$ cat config.mk
export PLATFORM = sky130hd
export DESIGN_NAME = stream_arb2
export DESIGN_NICKNAME = d
export VERILOG_FILES = /design/src/rtl/stream_arb2_pkg.sv /design/src/rtl/stream_arb2_if.sv /design/src/rtl/stream_arb2_out_reg.sv /design/src/rtl/stream_arb2.sv
export SDC_FILE = /design/constraint.sdc
export NUM_CORES = 1
export LEC_CHECK = 0
export CORE_AREA = 2 2 199 201
export CTS_BUF_LIST = sky130_fd_sc_hd__clkbuf_16
export DETAILED_ROUTE_END_ITERATION = 10
export DIE_AREA = 0 0 201 203
export HOLD_SLACK_MARGIN = 0.02
export SLEW_MARGIN = 20
export SYNTH_ARGS = -nofsm -noshare
export SYNTH_HDL_FRONTEND = slang
export SYNTH_SLANG_ARGS = --single-unit
$ cat constraint.sdc
create_clock -name clock -period 2.26 [get_ports clock]
set_input_delay 0.226 -clock clock [delete_from_list [all_inputs] [get_ports clock]]
set_output_delay 0.226 -clock clock [all_outputs]
set_load 0.005 [all_outputs]
$ cat src/rtl/stream_arb2_pkg.sv
// Shared definitions for the two-requester packet arbiter.
package stream_arb2_pkg;

  localparam int DATA_BYTES_DEF = 16;

  // Arbiter FSM encoding
  typedef enum logic [1:0] {
    IDLE  = 2'd0,
    BUSY0 = 2'd1,
    BUSY1 = 2'd2
  } arb_state_e;

  // One-hot owner for a given state; idle (and any illegal code) owns nothing.
  function automatic logic [1:0] grant_of(arb_state_e s);
    case (s)
      BUSY0:   grant_of = 2'b01;
      BUSY1:   grant_of = 2'b10;
      default: grant_of = 2'b00;
    endcase
  endfunction

endpackage

$ cat src/rtl/stream_arb2_if.sv
// Byte-enabled packet stream with valid/ready handshake.
interface stream_arb2_if
  import stream_arb2_pkg::*;
#(
  parameter int DATA_BYTES = DATA_BYTES_DEF
) ();

  logic [DATA_BYTES*8-1:0] data;
  logic                    last;
  logic [DATA_BYTES-1:0]   keep;
  logic                    valid;
  logic                    ready;

  modport master (output data, last, keep, valid, input  ready);
  modport slave  (input  data, last, keep, valid, output ready);

endinterface

$ cat src/rtl/stream_arb2_out_reg.sv
// One-entry valid/ready output register; data, keep and last travel as a
// single payload word so they always update together.
module arb_out_reg
  import stream_arb2_pkg::*;
#(
  parameter int DATA_BYTES = DATA_BYTES_DEF
) (
  input  logic          clock,
  input  logic          reset_n,
  stream_arb2_if.slave  in_s,
  stream_arb2_if.master out_m
);

  localparam int W = DATA_BYTES*9+1;

  logic [W-1:0] payload_q, payload_d;
  logic         valid_q, valid_d;
  logic         load;

  // Accept whenever the slot is empty or is being drained this cycle
  assign in_s.ready = ~valid_q | out_m.ready;
  assign load       = in_s.valid & in_s.ready;

  // Load beats back to back; drop valid only when drained with nothing new
  always_comb begin
    payload_d = payload_q;
    valid_d   = valid_q;
    if (load) begin
      payload_d = {in_s.data, in_s.keep, in_s.last};
      valid_d   = 1'b1;
    end else if (out_m.ready) begin
      valid_d   = 1'b0;
    end
  end

  // Register state; reset discards any stalled beat
  always_ff @(posedge clock) begin
    if (!reset_n) begin
      payload_q <= '0;
      valid_q   <= 1'b0;
    end else begin
      payload_q <= payload_d;
      valid_q   <= valid_d;
    end
  end

  assign out_m.data  = payload_q[W-1 -: DATA_BYTES*8];
  assign out_m.keep  = payload_q[DATA_BYTES:1];
  assign out_m.last  = payload_q[0];
  assign out_m.valid = valid_q;

endmodule

$ cat src/rtl/stream_arb2.sv
// Two-requester packet arbiter: alternates ownership per packet, merges the
// winner into a single registered output stream and counts packets per port.
module stream_arb2
  import stream_arb2_pkg::*;
#(
  parameter int DATA_BYTES = DATA_BYTES_DEF,
  parameter int CNT_BITS   = 32
) (
  input  logic                    clock,
  input  logic                    reset_n,
  input  logic [DATA_BYTES*8-1:0] s0_data,
  input  logic                    s0_last,
  input  logic [DATA_BYTES-1:0]   s0_keep,
  input  logic                    s0_valid,
  output logic                    s0_ready,
  input  logic [DATA_BYTES*8-1:0] s1_data,
  input  logic                    s1_last,
  input  logic [DATA_BYTES-1:0]   s1_keep,
  input  logic                    s1_valid,
  output logic                    s1_ready,
  output logic [DATA_BYTES*8-1:0] out_data,
  output logic                    out_last,
  output logic [DATA_BYTES-1:0]   out_keep,
  output logic                    out_valid,
  input  logic                    out_ready,
  output logic [1:0]              grant,
  output logic [CNT_BITS-1:0]     pkt_cnt0,
  output logic [CNT_BITS-1:0]     pkt_cnt1
);

  stream_arb2_if #(.DATA_BYTES(DATA_BYTES)) mux_s ();
  stream_arb2_if #(.DATA_BYTES(DATA_BYTES)) out_s ();

  arb_state_e          state_q, state_d;
  logic                last_served_q, last_served_d;
  logic [1:0]          grant_q, grant_d;
  logic [CNT_BITS-1:0] cnt0_q, cnt0_d;
  logic [CNT_BITS-1:0] cnt1_q, cnt1_d;

  logic sel0, sel1, xfer0, xfer1;

  assign sel0 = (state_q == BUSY0);
  assign sel1 = (state_q == BUSY1);

  // Only the owner sees the output register's readiness; reset and idle
  // hold both requesters off
  assign s0_ready = reset_n & sel0 & mux_s.ready;
  assign s1_ready = reset_n & sel1 & mux_s.ready;
  assign xfer0    = s0_valid & s0_ready;
  assign xfer1    = s1_valid & s1_ready;

  // Route the owner's beat into the output register
  always_comb begin
    mux_s.data  = '0;
    mux_s.keep  = '0;
    mux_s.last  = 1'b0;
    mux_s.valid = 1'b0;
    if (sel0) begin
      mux_s.data  = s0_data;
      mux_s.keep  = s0_keep;
      mux_s.last  = s0_last;
      mux_s.valid = reset_n & s0_valid;
    end else if (sel1) begin
      mux_s.data  = s1_data;
      mux_s.keep  = s1_keep;
      mux_s.last  = s1_last;
      mux_s.valid = reset_n & s1_valid;
    end
  end

  arb_out_reg #(.DATA_BYTES(DATA_BYTES)) u_out_reg (
    .clock   (clock),
    .reset_n (reset_n),
    .in_s    (mux_s),
    .out_m   (out_s)
  );

  assign out_s.ready = out_ready;
  assign out_data    = out_s.data;
  assign out_keep    = out_s.keep;
  assign out_last    = out_s.last;
  assign out_valid   = out_s.valid;

  // Next owner: decide in idle, release only on the owner's last beat
  always_comb begin
    state_d       = state_q;
    last_served_d = last_served_q;
    cnt0_d        = cnt0_q;
    cnt1_d        = cnt1_q;
    case (state_q)
      IDLE: begin
        if (s0_valid && s1_valid) state_d = last_served_q ? BUSY0 : BUSY1;
        else if (s0_valid)        state_d = BUSY0;
        else if (s1_valid)        state_d = BUSY1;
      end
      BUSY0: begin
        if (xfer0 && s0_last) begin
          state_d       = IDLE;
          last_served_d = 1'b0;
          cnt0_d        = cnt0_q + CNT_BITS'(1);
        end
      end
      BUSY1: begin
        if (xfer1 && s1_last) begin
          state_d       = IDLE;
          last_served_d = 1'b1;
          cnt1_d        = cnt1_q + CNT_BITS'(1);
        end
      end
      default: state_d = IDLE;
    endcase
    grant_d = grant_of(state_d);
  end

  // FSM, fairness flag, registered grant and packet counters
  always_ff @(posedge clock) begin
    if (!reset_n) begin
      state_q       <= IDLE;
      last_served_q <= 1'b1;
      grant_q       <= 2'b00;
      cnt0_q        <= '0;
      cnt1_q        <= '0;
    end else begin
      state_q       <= state_d;
      last_served_q <= last_served_d;
      grant_q       <= grant_d;
      cnt0_q        <= cnt0_d;
      cnt1_q        <= cnt1_d;
    end
  end

  assign grant    = grant_q;
  assign pkt_cnt0 = cnt0_q;
  assign pkt_cnt1 = cnt1_q;

endmodule

==> results.toml, run 1 <==
[outcome]
status = "completed"

[setup_path]
endpoint_kind = "register"
crit_path_start_kind = "register"
critical_path_required_ps = 2630
path_class = "reg2reg"
path_max_fanout = 22
cp.arrival_ps = 2590
r2r_start = "state_q[0]$_SDFF_PN0_"
crit_start = "state_q[0]$_SDFF_PN0_"

[synth]
syn_area_mm2 = 0.00948
synth_area_leader_cell = "dfxtp_1"
synth.avg_cell_area_um2 = 8.75
synth.most_common_cell = "dfxtp_1"
yosysTopAreaCellShare_pct = 45.4
synth_cells = 1083
synthTopCellsByCount = "dfxtp_1, nor2_1, nor3_1"
synthTopCellsByArea = "dfxtp_1, a221oi_1, nor3_1"
synth_seq_cells = 215
async_reset_ff_share_pct = 0
synth_cell_type_count = 56
synth-edff-count = 0
synth_ff_type = "dfxtp_1"
synth_fp_nets = 1384
yosys_warnings = 0
ys_seq_area_share_pct = 45.4

[final_layout]
nets = 1898
final_core_util_pct = 43.5
area_growth_pct = 76.7
stdcell_count = 2142
drive_gt1_share_pct = 10.8
fillers = 3779

[drt]
route.vias.total = 11000
drc = 0
wl_per_cell_um = 21.2
finalWirelength_um = 45500
firstDrtPassIters = 5
ant_nets = 0
dr.first_iter.drc_count = 700
routed_via_density = 5.13

[floorplanning]
pin_count = 509
initial_core_util_pct = 24.6
die_w_um = 201
dieArea_mm2 = 0.0408
core.rowCount = 72
die_y_um = 203
fp.coreArea_mm2 = 0.0385

[sta]
period_needed_ps = 2220
setup_slack_ps = 41.3
post-route-period-util_pct = 98.2
finalSetupViolations = 0
max_freq_mhz = 451
skew_ps = 14.6
max_slew_margin_pct = 27.9
maxSlewViolCount = 0
grt_setup_unrepaired = "yes"
hold_viol = 0
holdWs_ps = 361
worstMarginPinSlew_ps = 1080

[pwr]
vdd_ir_drop_max_v = 0.000667
p_leak_uw = 0.00587
total_power_uw = 11500
p_per_area_mw_per_mm2 = 685

[global_route]
grt_pass1_vias = 10700
overflow = 0
grt_pass1_wl_um = 65400
grt_start_max_net_pins = 174
antenna_found_initial = 16
grt.total_usage_pct = 20.5

[clock_tree]
numCtsBuffers = 26
htreeDepth = 1
cts_tree = "done"
clk_latency_ps = 540
clkSinkCount = 215
cts_buffer_depth = 3
root_buffer = "clkbuf_16"
clk_pin_slew_ps = 60
ctsHoldBuffers = 0

[hold_path]
hold_class = "in2reg"
min-delay-start = "s1_data[46]"

[placement]
io_buffer_count = 508
place_hpwl_um = 32300
dp.cells = 2072
dp_slack_ps = 39.2
gp_congestion = 0.907

[flow_run]
drv_cap = 0
==> routing by layer <==
metal  track usage [%]  vias up  part of all wire [%]
met5                 0        -                  0.12
met4              7.41        8                   3.9
met3              6.20       95                   8.5
met2              34.4      459                    48
met1              24.7     5276                    39
li1                  -     5160                     -
==> final timing paths <==
path | end | slack (ps) | depth (start not counted)
min | u_out_reg.payload_q[63]$_SDFFE_PN0P_ | 360 | 3
max | u_out_reg.payload_q[28]$_SDFFE_PN0P_ | 40 | 9
min reg2reg | pkt_cnt1[31]$_SDFFE_PN0P_ | 460 | 1
max reg2reg | u_out_reg.payload_q[28]$_SDFFE_PN0P_ | 40 | 9
==> cells in the final DEF, fill, tap and decap left out, drive strengths merged, types with 16 or more instances in the layout <==
master | synthesis | routed
clkdlybuf4s50 | 0 | 506
dfxtp | 215 | 215
nor2 | 159 | 159
nor3 | 149 | 149
a221oi | 144 | 144
buf | 42 | 75
nand2 | 46 | 46
a21oi | 31 | 31
clkbuf | 60 | 31
nand4 | 31 | 31
mux2i | 24 | 24
o21ai | 21 | 21
or3 | 20 | 20
nand3 | 16 | 16
==> kinds of logic after synthesis <==
| family | count (synthesis) | share of synthesized area, % |
|---|---|---|
| AOI/OAI and AO/OA | 231 | 19.5 |
| DFF | 215 | 45.4 |
| buffers and inverters | 112 | 5.17 |
| adders and majority gates | 6 | 0.792 |
| xor gates and xnor gates | 6 | 0.554 |
| and+or+nand+nor | 489 | 26.1 |
| muxes | 24 | 2.53 |
==> worst max-delay path: stages (launching register included) <==
cell and delay (ps):
dfxtp_2 320, buf_4 140, ha_4 170, buf_4 170
nand3b_4 170, a211o_4 380, buf_12 180, buf_12 170
a221oi_1 280, nor3_1 70
==> registers in the layout, summed over array words and instances (netlist names) <==
register / cells
u_out_reg.payload_q: 145
pkt_cnt0: 32
pkt_cnt1: 32
grant: 2
state_q: 2
last_served_q: 1
u_out_reg.out_m.valid: 1
==> through the flow <==
step | TNS [ps] | instance area [um^2]
3_5_place_dp | 0 | 15500
5_1_grt | -1420 | 16700
3_3_place_gp | 0 | 15500
6_report | 0 | 16700
4_1_cts | -1.02 | 16400
2_1_floorplan | 0 | 9480
==> report_power, final <==
| part | switching, uW | internal (uW) |
|---|---|---|
| sequential | 197 | 4110 |
| combinational | 1510 | 1720 |
| clock | 1680 | 2260 |
==> final cells by class <==
type / count / area [um^2] / share of cell area [%]
clock buffers: 27 / 676 / 4.03
repair buffers: 588 / 6000 / 35.9
flip-flops and latches: 215 / 4310 / 25.7
inverters: 10 / 46.3 / 0.276
multi-input cells: 756 / 4930 / 29.4
clock inverters: 20 / 114 / 0.680
diodes: 8 / 20.0 / 0.120
well taps: 518 / 648 / 3.87
==> repair_timing <==
item,in CTS,in global routing
endpoints found under the setup margin,2,97
resized for setup,13,35
pin swaps,4,2
gates cloned,1,4
setup buffers,3,7
Power figures use the tool's default switching activity.
==> run 2: changes to the inputs <==
--- a/config.mk
+++ b/config.mk
@@ -5,6 +5,7 @@
 export SDC_FILE = /design/constraint.sdc
 export NUM_CORES = 1
 export LEC_CHECK = 0
+export ABC_CLOCK_PERIOD_IN_PS = 2260
 export CORE_AREA = 2 2 199 201
 export CTS_BUF_LIST = sky130_fd_sc_hd__clkbuf_16
 export DETAILED_ROUTE_END_ITERATION = 10
==> results of run 2 <==
The final DEF is identical to that of run 1; final timing and power are the same.
==> run 3: changes to the inputs <==
--- a/config.mk
+++ b/config.mk
@@ -15,3 +15,4 @@
 export SYNTH_ARGS = -nofsm -noshare
 export SYNTH_HDL_FRONTEND = slang
 export SYNTH_SLANG_ARGS = --single-unit
+export TNS_END_PERCENT = 10
==> results.toml, run 3 (synthesis gave the netlist of run 1 again) <==
[global_route]
grt_start_max_net_pins = 174
antenna_found_initial = 16
overflow = 0
grt.total_usage_pct = 20.5
grt_pass1_vias = 10700
grt_pass1_wl_um = 65400

[clock_tree]
cts_tree = "done"
ctsHoldBuffers = 0
clk_pin_slew_ps = 60
cts_buffer_depth = 3
clkSinkCount = 215
numCtsBuffers = 26
root_buffer = "clkbuf_16"
clk_latency_ps = 540
htreeDepth = 1

[sta]
finalSetupViolations = 0
worstMarginPinSlew_ps = 1080
skew_ps = 14.5
max_freq_mhz = 451
hold_viol = 0
post-route-period-util_pct = 98.2
setup_slack_ps = 40.4
maxSlewViolCount = 0
grt_setup_unrepaired = "yes"
max_slew_margin_pct = 28.3
period_needed_ps = 2220

[final_layout]
area_growth_pct = 75.9
layout_commonest_cell = "clkdlybuf4s50_1"
drive_gt1_share_pct = 10.3
design_area_mm2 = 0.0167
nets = 1896
largest_reg_flops = 145
largest-register = "u_out_reg.payload_q"
final_cell_mix = "clkdlybuf4s50_1, dfxtp_1, nor2_1"

[pwr]
p_clk_share_pct = 34.5
p_leak_uw = 0.00581
intPower_uw = 8060
p_comb_share_pct = 27.8
swShare_pct = 29.4
p_switching_uw = 3350
seq_power_share_pct = 37.7
vdd_ir_drop_max_v = 0.000667
p_per_area_mw_per_mm2 = 684

[setup_path]
cp.arrival_ps = 1990
crit_path_start_kind = "register"
critical_path_required_ps = 2030
path_max_fanout = 20
endpoint_kind = "output port"
path_class = "reg2out"

[drt]
dr.first_iter.drc_count = 685
route.vias.total = 11000
drc = 0
ant_nets = 0
finalWirelength_um = 45100
wl_per_cell_um = 21.1
firstDrtPassIters = 5
routed_via_density = 5.12

[floorplanning]
fp.coreArea_mm2 = 0.0385
dieArea_mm2 = 0.0408
initial_core_util_pct = 24.6
core.rowCount = 72
die_w_um = 201
pin_count = 509
die_y_um = 203

[outcome]
status = "completed"

[placement]
io_buffer_count = 508
gp_congestion = 0.907
postPlaceCellArea_mm2 = 0.0155
place_hpwl_um = 32300
dp_slack_ps = 39.2

[hold_path]
hold_class = "in2reg"

[flow_run]
drv_cap = 0
-- run 3: layout make-up --
cell class | count | area [um^2]
fill | 3781 | 21800
clock inverter | 20 | 114
sequential | 215 | 4310
inverter | 10 | 46.3
multi-input combinational | 756 | 4890
clock buffer | 27 | 676
timing repair buffer | 586 | 5970
antenna | 8 | 20.0
tap | 518 | 648
-- run 3: path summary, 6_finish.rpt --
kind	from	endpoint	slack [ps]	cells after the start
max reg2reg	state_q[0]$_SDFF_PN0_	u_out_reg.payload_q[28]$_SDFFE_PN0P_	50	9
min reg2reg	pkt_cnt1[31]$_SDFFE_PN0P_	pkt_cnt1[31]$_SDFFE_PN0P_	460	1
min	s1_data[46]	u_out_reg.payload_q[63]$_SDFFE_PN0P_	360	3
max	state_q[1]$_SDFF_PN0_	s0_ready	40	5
-- run 3: per-stage QoR --
step                      hold slack, ps  cells  total power (uW)  utilization, %  setup TNS (ps)
after floorplan                      385   1083              5540               -               0
after detailed placement             458   2072              7330            40.2               0
final                                363   2140             11400            43.3               0
after global routing                 368   2140             11900            43.3           -1220
after global placement               452   2072              7300            40.2               0
after CTS                            339   2123             11400            42.6           -1.02
-- run 3: metal layers --
layer / wire [um] / GRT usage [%]
met1: 17700 / 24.7
met2: 21700 / 34.4
met3: 3980 / 6.20
met4: 1620 / 7.41
met5: 53 / 0
-- run 3: power by group through the flow --
stage | clock (uW) | sequential (uW) | combinational (uW)
floorplan | 0 | 4360 | 1180
global placement | 0 | 4370 | 2930
detailed placement | 0 | 4370 | 2950
CTS | 4060 | 4300 | 3050
global route | 4190 | 4340 | 3400
finish | 3940 | 4300 | 3170
-- run 3: repair_timing --
| item | CTS | global route |
|---|---|---|
| gates resized for setup | 13 | 27 |
| pin swaps | 4 | 2 |
| cloned | 1 | 3 |
| setup buffers | 3 | 6 |
| setup endpoints to repair | 2 | 97 |
-- run 3: worst max-delay path, stage by stage, from the launching register on --
cell             delay, ps
dfxtp_4                370
inv_2                   80
ha_4                   150
buf_12                 160
and3_4                 190
clkdlybuf4s50_1        500
